[src/rtl/adc_pkg.sv]
// Shared types and helpers for the ADC sample scaler.
// Holds the sequencer state encoding, config-select codes and a generic clamp.
package adc_pkg;

    typedef enum logic [1:0] {
        IDLE  = 2'd0,
        RUN   = 2'd1,
        DRAIN = 2'd2
    } fsm_t;

    localparam logic CFG_SEL_OFFSET = 1'b0;
    localparam logic CFG_SEL_GAIN   = 1'b1;

    // Clamp a signed value into the range of a signed 'width'-bit number.
    function automatic logic signed [63:0] sat_signed(input logic signed [63:0] value,
                                                      input int width);
        logic signed [63:0] hi;
        logic signed [63:0] lo;
        hi = (64'sd1 <<< (width - 1)) - 64'sd1;
        lo = -hi - 64'sd1;
        if (value > hi) return hi;
        if (value < lo) return lo;
        return value;
    endfunction

endpackage

[src/rtl/adc_scale_pipe.sv]
// Offset/gain/round/saturate datapath, one channel per cycle, channel tag carried along.
// Latency: 2 registered stages, result presented combinationally from the second stage.
// Backpressure: none; every issued channel emerges two cycles later.
module adc_scale_pipe
    import adc_pkg::*;
#(
    parameter int IN_W   = 16,
    parameter int OUT_W  = 16,
    parameter int COEF_W = 16,
    parameter int FRAC   = 10,
    parameter int CH_W   = 1
) (
    input  logic                     clk,
    input  logic                     rst_n,
    input  logic                     issue_vld,
    input  logic [CH_W-1:0]          issue_ch,
    input  logic                     issue_last,
    input  logic signed [IN_W-1:0]   sample,
    input  logic signed [IN_W-1:0]   offset,
    input  logic signed [COEF_W-1:0] gain,
    output logic                     res_vld,
    output logic [CH_W-1:0]          res_ch,
    output logic                     res_last,
    output logic signed [OUT_W-1:0]  res_data,
    output logic                     res_sat
);

    localparam int D_W = IN_W + 1;
    localparam int P_W = D_W + COEF_W;
    localparam int R_W = P_W + 1;
    localparam logic signed [R_W-1:0] HALF = R_W'(1) <<< (FRAC - 1);

    logic                     s1_vld;
    logic                     s1_last;
    logic [CH_W-1:0]          s1_ch;
    logic signed [D_W-1:0]    s1_diff;
    logic signed [COEF_W-1:0] s1_gain;

    logic                     s2_vld;
    logic                     s2_last;
    logic [CH_W-1:0]          s2_ch;
    logic signed [P_W-1:0]    s2_prod;

    logic signed [D_W-1:0]    diff_c;
    logic signed [P_W-1:0]    prod_c;
    logic signed [R_W-1:0]    rnd_c;
    logic signed [R_W-1:0]    shr_c;
    logic signed [63:0]       wide_c;
    logic signed [63:0]       sat_c;

    // Widths grow at each step so nothing is lost before the final clamp.
    always_comb begin
        diff_c = D_W'(sample) - D_W'(offset);
        prod_c = P_W'(s1_diff) * P_W'(s1_gain);
        rnd_c  = R_W'(s2_prod) + HALF;
        shr_c  = rnd_c >>> FRAC;
        wide_c = 64'(shr_c);
        sat_c  = sat_signed(wide_c, OUT_W);
    end

    always_ff @(posedge clk or negedge rst_n) begin
        if (!rst_n) begin
            s1_vld  <= 1'b0;
            s1_last <= 1'b0;
            s1_ch   <= '0;
            s1_diff <= '0;
            s1_gain <= '0;
            s2_vld  <= 1'b0;
            s2_last <= 1'b0;
            s2_ch   <= '0;
            s2_prod <= '0;
        end else begin
            s1_vld  <= issue_vld;
            s1_last <= issue_last;
            s1_ch   <= issue_ch;
            s1_diff <= diff_c;
            s1_gain <= gain;
            s2_vld  <= s1_vld;
            s2_last <= s1_last;
            s2_ch   <= s1_ch;
            s2_prod <= prod_c;
        end
    end

    assign res_vld  = s2_vld;
    assign res_ch   = s2_ch;
    assign res_last = s2_last && s2_vld;
    assign res_data = OUT_W'(sat_c);
    assign res_sat  = (sat_c != wide_c);

endmodule

[src/rtl/adc_sample_scaler.sv]
// Multi-channel ADC sample to engineering-unit scaler sharing one multiplier.
// Latency: out_valid pulses NCH+2 cycles after frame acceptance.
// Backpressure: in_ready low while a frame is in flight; frames offered then are dropped.
module adc_sample_scaler
    import adc_pkg::*;
#(
    parameter int NCH        = 2,
    parameter int IN_W       = 16,
    parameter int OUT_W      = 16,
    parameter int COEF_W     = 16,
    parameter int FRAC       = 10,
    parameter int OFFSET_RST = 0,
    parameter int GAIN_RST   = 1 << FRAC,
    localparam int CH_W      = (NCH > 1) ? $clog2(NCH) : 1
) (
    input  logic                  ad_clk,
    input  logic                  rst_n,
    input  logic                  in_valid,
    output logic                  in_ready,
    input  logic [NCH*IN_W-1:0]   in_data,
    input  logic                  cfg_we,
    input  logic [CH_W-1:0]       cfg_ch,
    input  logic                  cfg_sel,
    input  logic [COEF_W-1:0]     cfg_data,
    output logic                  out_valid,
    output logic [NCH*OUT_W-1:0]  out_data,
    output logic [NCH-1:0]        out_sat,
    output logic                  busy
);

    fsm_t            state;
    fsm_t            state_nxt;
    logic [CH_W-1:0] idx;
    logic [CH_W-1:0] idx_nxt;
    logic            accept;
    logic            issue_vld;
    logic            issue_last;
    logic            cfg_hit;

    logic signed [IN_W-1:0]   frame_q  [NCH];
    logic signed [IN_W-1:0]   sh_off   [NCH];
    logic signed [IN_W-1:0]   act_off  [NCH];
    logic signed [COEF_W-1:0] sh_gain  [NCH];
    logic signed [COEF_W-1:0] act_gain [NCH];
    logic signed [OUT_W-1:0]  res_q    [NCH];

    logic                     res_vld;
    logic [CH_W-1:0]          res_ch;
    logic                     res_last;
    logic signed [OUT_W-1:0]  res_data;
    logic                     res_sat;

    assign in_ready   = (state == IDLE);
    assign busy       = (state != IDLE);
    assign issue_vld  = (state == RUN);
    assign issue_last = (idx == CH_W'(NCH - 1));
    assign cfg_hit    = cfg_we && (int'(cfg_ch) < NCH);

    always_comb begin
        state_nxt = state;
        idx_nxt   = idx;
        accept    = 1'b0;
        unique case (state)
            IDLE: begin
                if (in_valid) begin
                    accept    = 1'b1;
                    state_nxt = RUN;
                    idx_nxt   = '0;
                end
            end
            RUN: begin
                idx_nxt = idx + CH_W'(1);
                if (issue_last) state_nxt = DRAIN;
            end
            DRAIN: begin
                if (res_last) state_nxt = IDLE;
            end
            default: state_nxt = IDLE;
        endcase
    end

    always_ff @(posedge ad_clk or negedge rst_n) begin
        if (!rst_n) begin
            state <= IDLE;
            idx   <= '0;
        end else begin
            state <= state_nxt;
            idx   <= idx_nxt;
        end
    end

    // Shadow bank takes writes at any time; the active bank only changes on acceptance,
    // so a same-cycle write lands in shadow after the copy and misses this frame.
    always_ff @(posedge ad_clk or negedge rst_n) begin
        if (!rst_n) begin
            for (int k = 0; k < NCH; k++) begin
                frame_q[k]  <= '0;
                sh_off[k]   <= IN_W'(OFFSET_RST);
                act_off[k]  <= IN_W'(OFFSET_RST);
                sh_gain[k]  <= COEF_W'(GAIN_RST);
                act_gain[k] <= COEF_W'(GAIN_RST);
            end
        end else begin
            if (accept) begin
                for (int k = 0; k < NCH; k++) begin
                    frame_q[k]  <= in_data[k*IN_W +: IN_W];
                    act_off[k]  <= sh_off[k];
                    act_gain[k] <= sh_gain[k];
                end
            end
            if (cfg_hit) begin
                if (cfg_sel == CFG_SEL_GAIN) sh_gain[cfg_ch] <= cfg_data;
                else                         sh_off[cfg_ch]  <= cfg_data[IN_W-1:0];
            end
        end
    end

    adc_scale_pipe #(
        .IN_W   (IN_W),
        .OUT_W  (OUT_W),
        .COEF_W (COEF_W),
        .FRAC   (FRAC),
        .CH_W   (CH_W)
    ) u_pipe (
        .clk        (ad_clk),
        .rst_n      (rst_n),
        .issue_vld  (issue_vld),
        .issue_ch   (idx),
        .issue_last (issue_last),
        .sample     (frame_q[idx]),
        .offset     (act_off[idx]),
        .gain       (act_gain[idx]),
        .res_vld    (res_vld),
        .res_ch     (res_ch),
        .res_last   (res_last),
        .res_data   (res_data),
        .res_sat    (res_sat)
    );

    always_ff @(posedge ad_clk or negedge rst_n) begin
        if (!rst_n) begin
            out_valid <= 1'b0;
            out_sat   <= '0;
            for (int k = 0; k < NCH; k++) res_q[k] <= '0;
        end else begin
            out_valid <= res_last;
            if (res_vld) begin
                res_q[res_ch]   <= res_data;
                out_sat[res_ch] <= res_sat;
            end
        end
    end

    for (genvar k = 0; k < NCH; k++) begin : g_out
        assign out_data[k*OUT_W +: OUT_W] = res_q[k];
    end

endmodule

[config.mk]
export PLATFORM = sky130hd
export DESIGN_NAME = adc_sample_scaler
export DESIGN_NICKNAME = d
export VERILOG_FILES = /design/src/rtl/adc_pkg.sv /design/src/rtl/adc_scale_pipe.sv /design/src/rtl/adc_sample_scaler.sv
export SDC_FILE = /design/constraint.sdc
export NUM_CORES = 1
export LEC_CHECK = 0
export ABC_CLOCK_PERIOD_IN_PS = 7800
export BUFFER_PORTS_ARGS = -buffer_cell sky130_fd_sc_hd__clkbuf_2
export CAP_MARGIN = 15
export CORE_MARGIN = 2
export CORE_UTILIZATION = 35
export DETAILED_ROUTE_END_ITERATION = 10
export SYNTH_ARGS = -nofsm -noshare
export SYNTH_HDL_FRONTEND = slang
export SYNTH_HIERARCHICAL = 1
export SYNTH_SLANG_ARGS = --single-unit
[constraint.sdc]
create_clock -name ad_clk -period 7.8 [get_ports ad_clk]
set_clock_uncertainty 0.05 [all_clocks]
set_input_delay 1.17 -clock ad_clk [delete_from_list [all_inputs] [get_ports ad_clk]]
set_output_delay 1.17 -clock ad_clk [all_outputs]
set_load 0.02 [all_outputs]
# Word-level counts from Yosys, hierarchy flattened
# Cells that the tools add are included.
# word_totals
register_bits	268
latchBits	0
mem_bits_rw	0
romBits	0
out_inout_bits	37
memories	0
# classes
add_sub_neg	3
mul	1
div_mod_pow	0
magnitude_cmp	9
eq_ne	6
shifts	0
n_mux	34
bitwise	4
n_reduce_logical	11
# op_table
op	n
64-bit 2-to-1 mux	4
16-bit 2-to-1 mux	11
32-bit bitwise mux	3
64-bit by 24-bit inequality test with 1-bit output	1
33-bit by 11-bit adder with 34-bit output (second input constant)	1
17-bit by 16-bit multiplier with 33-bit output	1
16-bit demux with 1-bit select	2
24-bit by 16-bit greater-than comparator with 1-bit output (second input constant)	1
24-bit by 16-bit less-than comparator with 1-bit output (second input constant)	1
16-bit by 16-bit subtractor with 17-bit output	1
1-bit 2-to-1 mux	7
2-bit greater-or-equal comparator (second input constant)	3
2-bit 2-to-1 mux	3
2-bit inequality test (second input constant)	3
1-bit inverter with 2-bit output	3
2-bit case mux with 3 select lines	1
2-bit AND reduction	3
1-bit logical AND	4
2-bit by 1-bit less-than comparator with 1-bit output (second input constant)	2
2-bit nonzero test	2
3-bit AND reduction	1
2-bit bitwise mux	1
2-bit by 1-bit == test with 1-bit output (second input constant)	1
2-bit == test (second input constant)	1
7 further kinds	7

# Depth between registers and ports, before layout
# depth
depth_word	8
mapped_depth	23

# Modules after synthesis
# The synthesis kept the hierarchy.
# modules_own_cells
module	instances	cells_per_inst	area_each_um2
adc_scale_pipe	1	1435	13305.3
adc_sample_scaler	1	480	7956.4

# Worst setup path after synthesis
# OpenSTA, ideal clock, no wires.
# synth_timing
path_type	register -> register
startpoint	register u_pipe.s1_gain[7]
endpoint	register u_pipe.s2_prod[32]
setup_ps	69
t_arrival_ps	6114
slack_ps	1567
stages_incl_launch_ff	24
path_buffers	2
synth_period_minus_slack_ps	6233
path_cell_list	dfrtp_1 clkbuf_1 clkbuf_1 nand2_1 fa_1 inv_1 fa_1 inv_1 fa_1 inv_1 fa_1 fa_1 inv_1 fa_1 inv_1 ha_1 a211o_1 or3_1 clkinv_2 a211oi_4 o31ai_4 a31oi_2 or4_1 nand3_1
# synth_between
elab_chain_cells	1
# synth_rtl
item	line	text
from (decl)	adc_scale_pipe.sv:37	logic signed [COEF_W-1:0] s1_gain;
from (signal assigned)	adc_scale_pipe.sv:77	s1_gain <= gain;
17-bit by 16-bit multiplier with 33-bit output	adc_scale_pipe.sv:54	prod_c = P_W'(s1_diff) * P_W'(s1_gain);
via u_pipe.prod_c[32]	adc_scale_pipe.sv:45	logic signed [P_W-1:0] prod_c;
to (signal assigned)	adc_scale_pipe.sv:81	s2_prod <= prod_c;
to (decl)	adc_scale_pipe.sv:42	logic signed [P_W-1:0] s2_prod;
# The timed path passes the listed nets, and every way through them passes these cells.
# A chain may end at the register's enable or synchronous reset.

# Worst setup path in the final report
# layout_timing
startpoint	register u_pipe.s1_gain[1]
endpoint	register u_pipe.s2_prod[32]
# Same word-level chain as after synthesis.

==> metrics.txt <==
Syn Inst Count=1,915; FILL cells=5,846; H-tree depth=1; hold_ws=0.298 ns; Least-Margin Pin Slew=1.08 ns; drt first-iter violations=roughly 740; nets=2,402; area growth from synthesis to layout=9.95%; adder-cell share of the synthesized area=0.318; pin count of the biggest net entering global routing=115; CTS clk-pin slew, worst paths=about 0.07 ns; vias after detailed routing=about 13,000; dominant combinational cell family by area after synthesis=adder cells; Hold Fails Final Rpt=0; total CTS buffers=27; Max Clk Rate=150 MHz; number of flops mapped to enable cells by yosys=0; clock root cell=clkbuf_16; CP Class=reg -> reg; dpl ws=1.16 ns; Remaining DRCs=0; port buffer count=90; area of the core=60,200 µm²; Worst-Skew Late Latency=0.58 ns; Initial Utilization=0.353; Routed WL per cell=16.5 µm; Die Y-Extent=250 µm; status=complete, no violations; chip width=around 250 µm; area of the die=62,700 µm²; simple-gate portion of the synthesized area=0.103; grt ovf=0; mapped cell area=21,300 µm²; CTS max path bufs=3; Worst Slack Setup Final=1.13 ns; Mapped Nets=2,344; postcts setup bufs=0; CP required=8.26 ns; Tmin final=6.67 ns; Avg Inst Size Synth=11.1 µm²; Tcrit/Tclk final=0.855; unique cell type count in the Yosys netlist=66; cts repair resizes=0; Detail Route Antenna Nets=0; Arrival @ worst endpoint=7.13 ns; count leader, synth=inv_1; worst relative slew slack=0.278; proportion of layout cells with a drive suffix above 1=0.181; largest area contributor in the netlist=dfrtp_1; sequential area share after synthesis=0.307; Worst Hold Class=reg -> reg; routability cong.=0.868; setup_tns=0 ns; CTS tree=done; Row Count=90; Async SR Flop Fraction=1.00; Max Cap Violations=0; first-pass iteration count of the detailed router=5; post-synthesis mux area share=0.130; final wirelength=between 40,000 and 50,000 µm; worst hold stages=0; dpl hpwl=approximately 36,000 µm; first-pass GRT wire length=76,100 µm; top post-synthesis cells by count=inv_1, fa_1, dfrtp_1; compound-gate portion of the synthesized area=0.0361; Synth Flop Type=dfrtp_1; Post-CTS Hold Buffers=0; flop and latch count out of synthesis=between 200 and 300; Max Transition Viols Final=0; CP endpoint kind=register; # setup viols final=0; Via density=around 4.8; most area-consuming cells after synthesis=dfrtp_1, fa_1, mux2_2; worst r2r path cells=20; initial antenna violation count=1; Ports=91; crit path max fanout=17; ant diodes=0; crit start category=register; Synth Area in XOR/XNOR=0.0242; Ys Warns=6; RSZ-0062 raised after global routing=false; gr usage total=0.151; CTS sink cnt=261; number of global-route vias before repair=about 14,000; post-synth top area share=0.302
cells in the final DEF (no fill, tap or decap), drive strengths merged, types with 5 or more instances in the layout:
| cell type | n |
|---|---|
| clkbuf | 127 |
| nor2 | 41 |
| inv | 373 |
| nor2b | 6 |
| dfrtp | 257 |
| xnor2 | 41 |
| buf | 6 |
| o31ai | 6 |
| nand3 | 21 |
| xor2 | 17 |
| nand2b | 10 |
| or3 | 11 |
| nand4 | 11 |
| o21ai | 29 |
| nor4 | 5 |
| ha | 99 |
| mux2 | 246 |
| fa | 276 |
| a211oi | 8 |
| a21o | 9 |
| a21oi | 22 |
| and4 | 5 |
| and2 | 133 |
| nor3 | 19 |
| nand2 | 152 |
| o21a | 10 |
| and3 | 7 |
per-stage QoR:
stage          cells  cell area (µm²)  utilization
2_1_floorplan   1915            21300            -
3_3_place_gp    2726            22400        0.372
3_5_place_dp    2726            22400        0.372
4_1_cts         2775            23400        0.388
5_1_grt         2775            23400        0.388
6_report        2775            23400        0.388
cell families (layout without fill, tap and decap cells):
logic type,Yosys count,after routing
adder cells (fa/ha/maj),375,375
buffers and inverters,438,516
flip-flops,261,261
AO/OA/AOI/OAI,108,108
multiplexers,246,246
XOR/XNOR,58,58
AND/OR/NAND/NOR,429,429
area by class of cell:
| type | instances | area (µm²) | share of cell area |
|---|---|---|---|
| Timing Repair Buffer | 95 | 498 | 0.0213 |
| Multi-Input combinational cell | 1216 | 13000 | 0.557 |
| Clock buffer | 38 | 767 | 0.0328 |
| Inverter | 372 | 1400 | 0.0598 |
| Sequential cell | 261 | 6540 | 0.280 |
| Clock inverter | 11 | 183 | 0.00781 |
| Tap cell | 782 | 978 | 0.0419 |
final timing paths:
kind,endpoint,startpoint,slack [ns]
setup / recovery,u_pipe/s2_prod[32]$_DFF_PN0_,u_pipe/s1_gain[1]$_DFF_PN0_,1.13
hold / removal,u_pipe/s2_last$_DFF_PN0_,u_pipe/s1_last$_DFF_PN0_,0.30
setup reg to reg,u_pipe/s2_prod[32]$_DFF_PN0_,u_pipe/s1_gain[1]$_DFF_PN0_,1.13
hold reg to reg,u_pipe/s2_last$_DFF_PN0_,u_pipe/s1_last$_DFF_PN0_,0.30
max in group asynchronous,act_off[13]$_DFFE_PN0P_,rst_n,5.52
min in group asynchronous,frame_q[28]$_DFFE_PN0P_,rst_n,0.59
flip-flops by register name, indices dropped and copies added, names as in the netlist, 2 cells and up:
register / count
frame_q: 32
state: 2
u_pipe/s1_diff: 17
out_data: 32
sh_off: 32
act_off: 32
act_gain: 32
u_pipe/s1_gain: 16
out_sat: 2
u_pipe/s2_prod: 24
sh_gain: 32
worst max-delay path: stages, from the launching register on:
cell and delay, ns:
dfrtp_1 0.73, nand2_1 0.20, inv_1 0.16, fa_1 0.55
fa_1 0.81, inv_1 0.15, fa_1 0.50, inv_1 0.05
fa_1 0.49, fa_1 0.50, inv_1 0.05, fa_1 0.47
inv_1 0.04, ha_1 0.32, a21o_1 0.17, a21o_1 0.19
a21o_1 0.20, a21oi_1 0.22, a31oi_2 0.16, or4_1 0.48
nand3_1 0.09
metal layers:
layer  vias to the layer above  share of wire  global-route usage
li1                       6107              -                   -
met1                      6713           0.47               0.212
met2                       317           0.45               0.244
met3                        63          0.056              0.0248
met4                         0          0.023              0.0339
met5                         -              0                   0
Power is not shown: default switching activity piles up to over one toggle a cycle in this logic, so the estimate is an artifact.
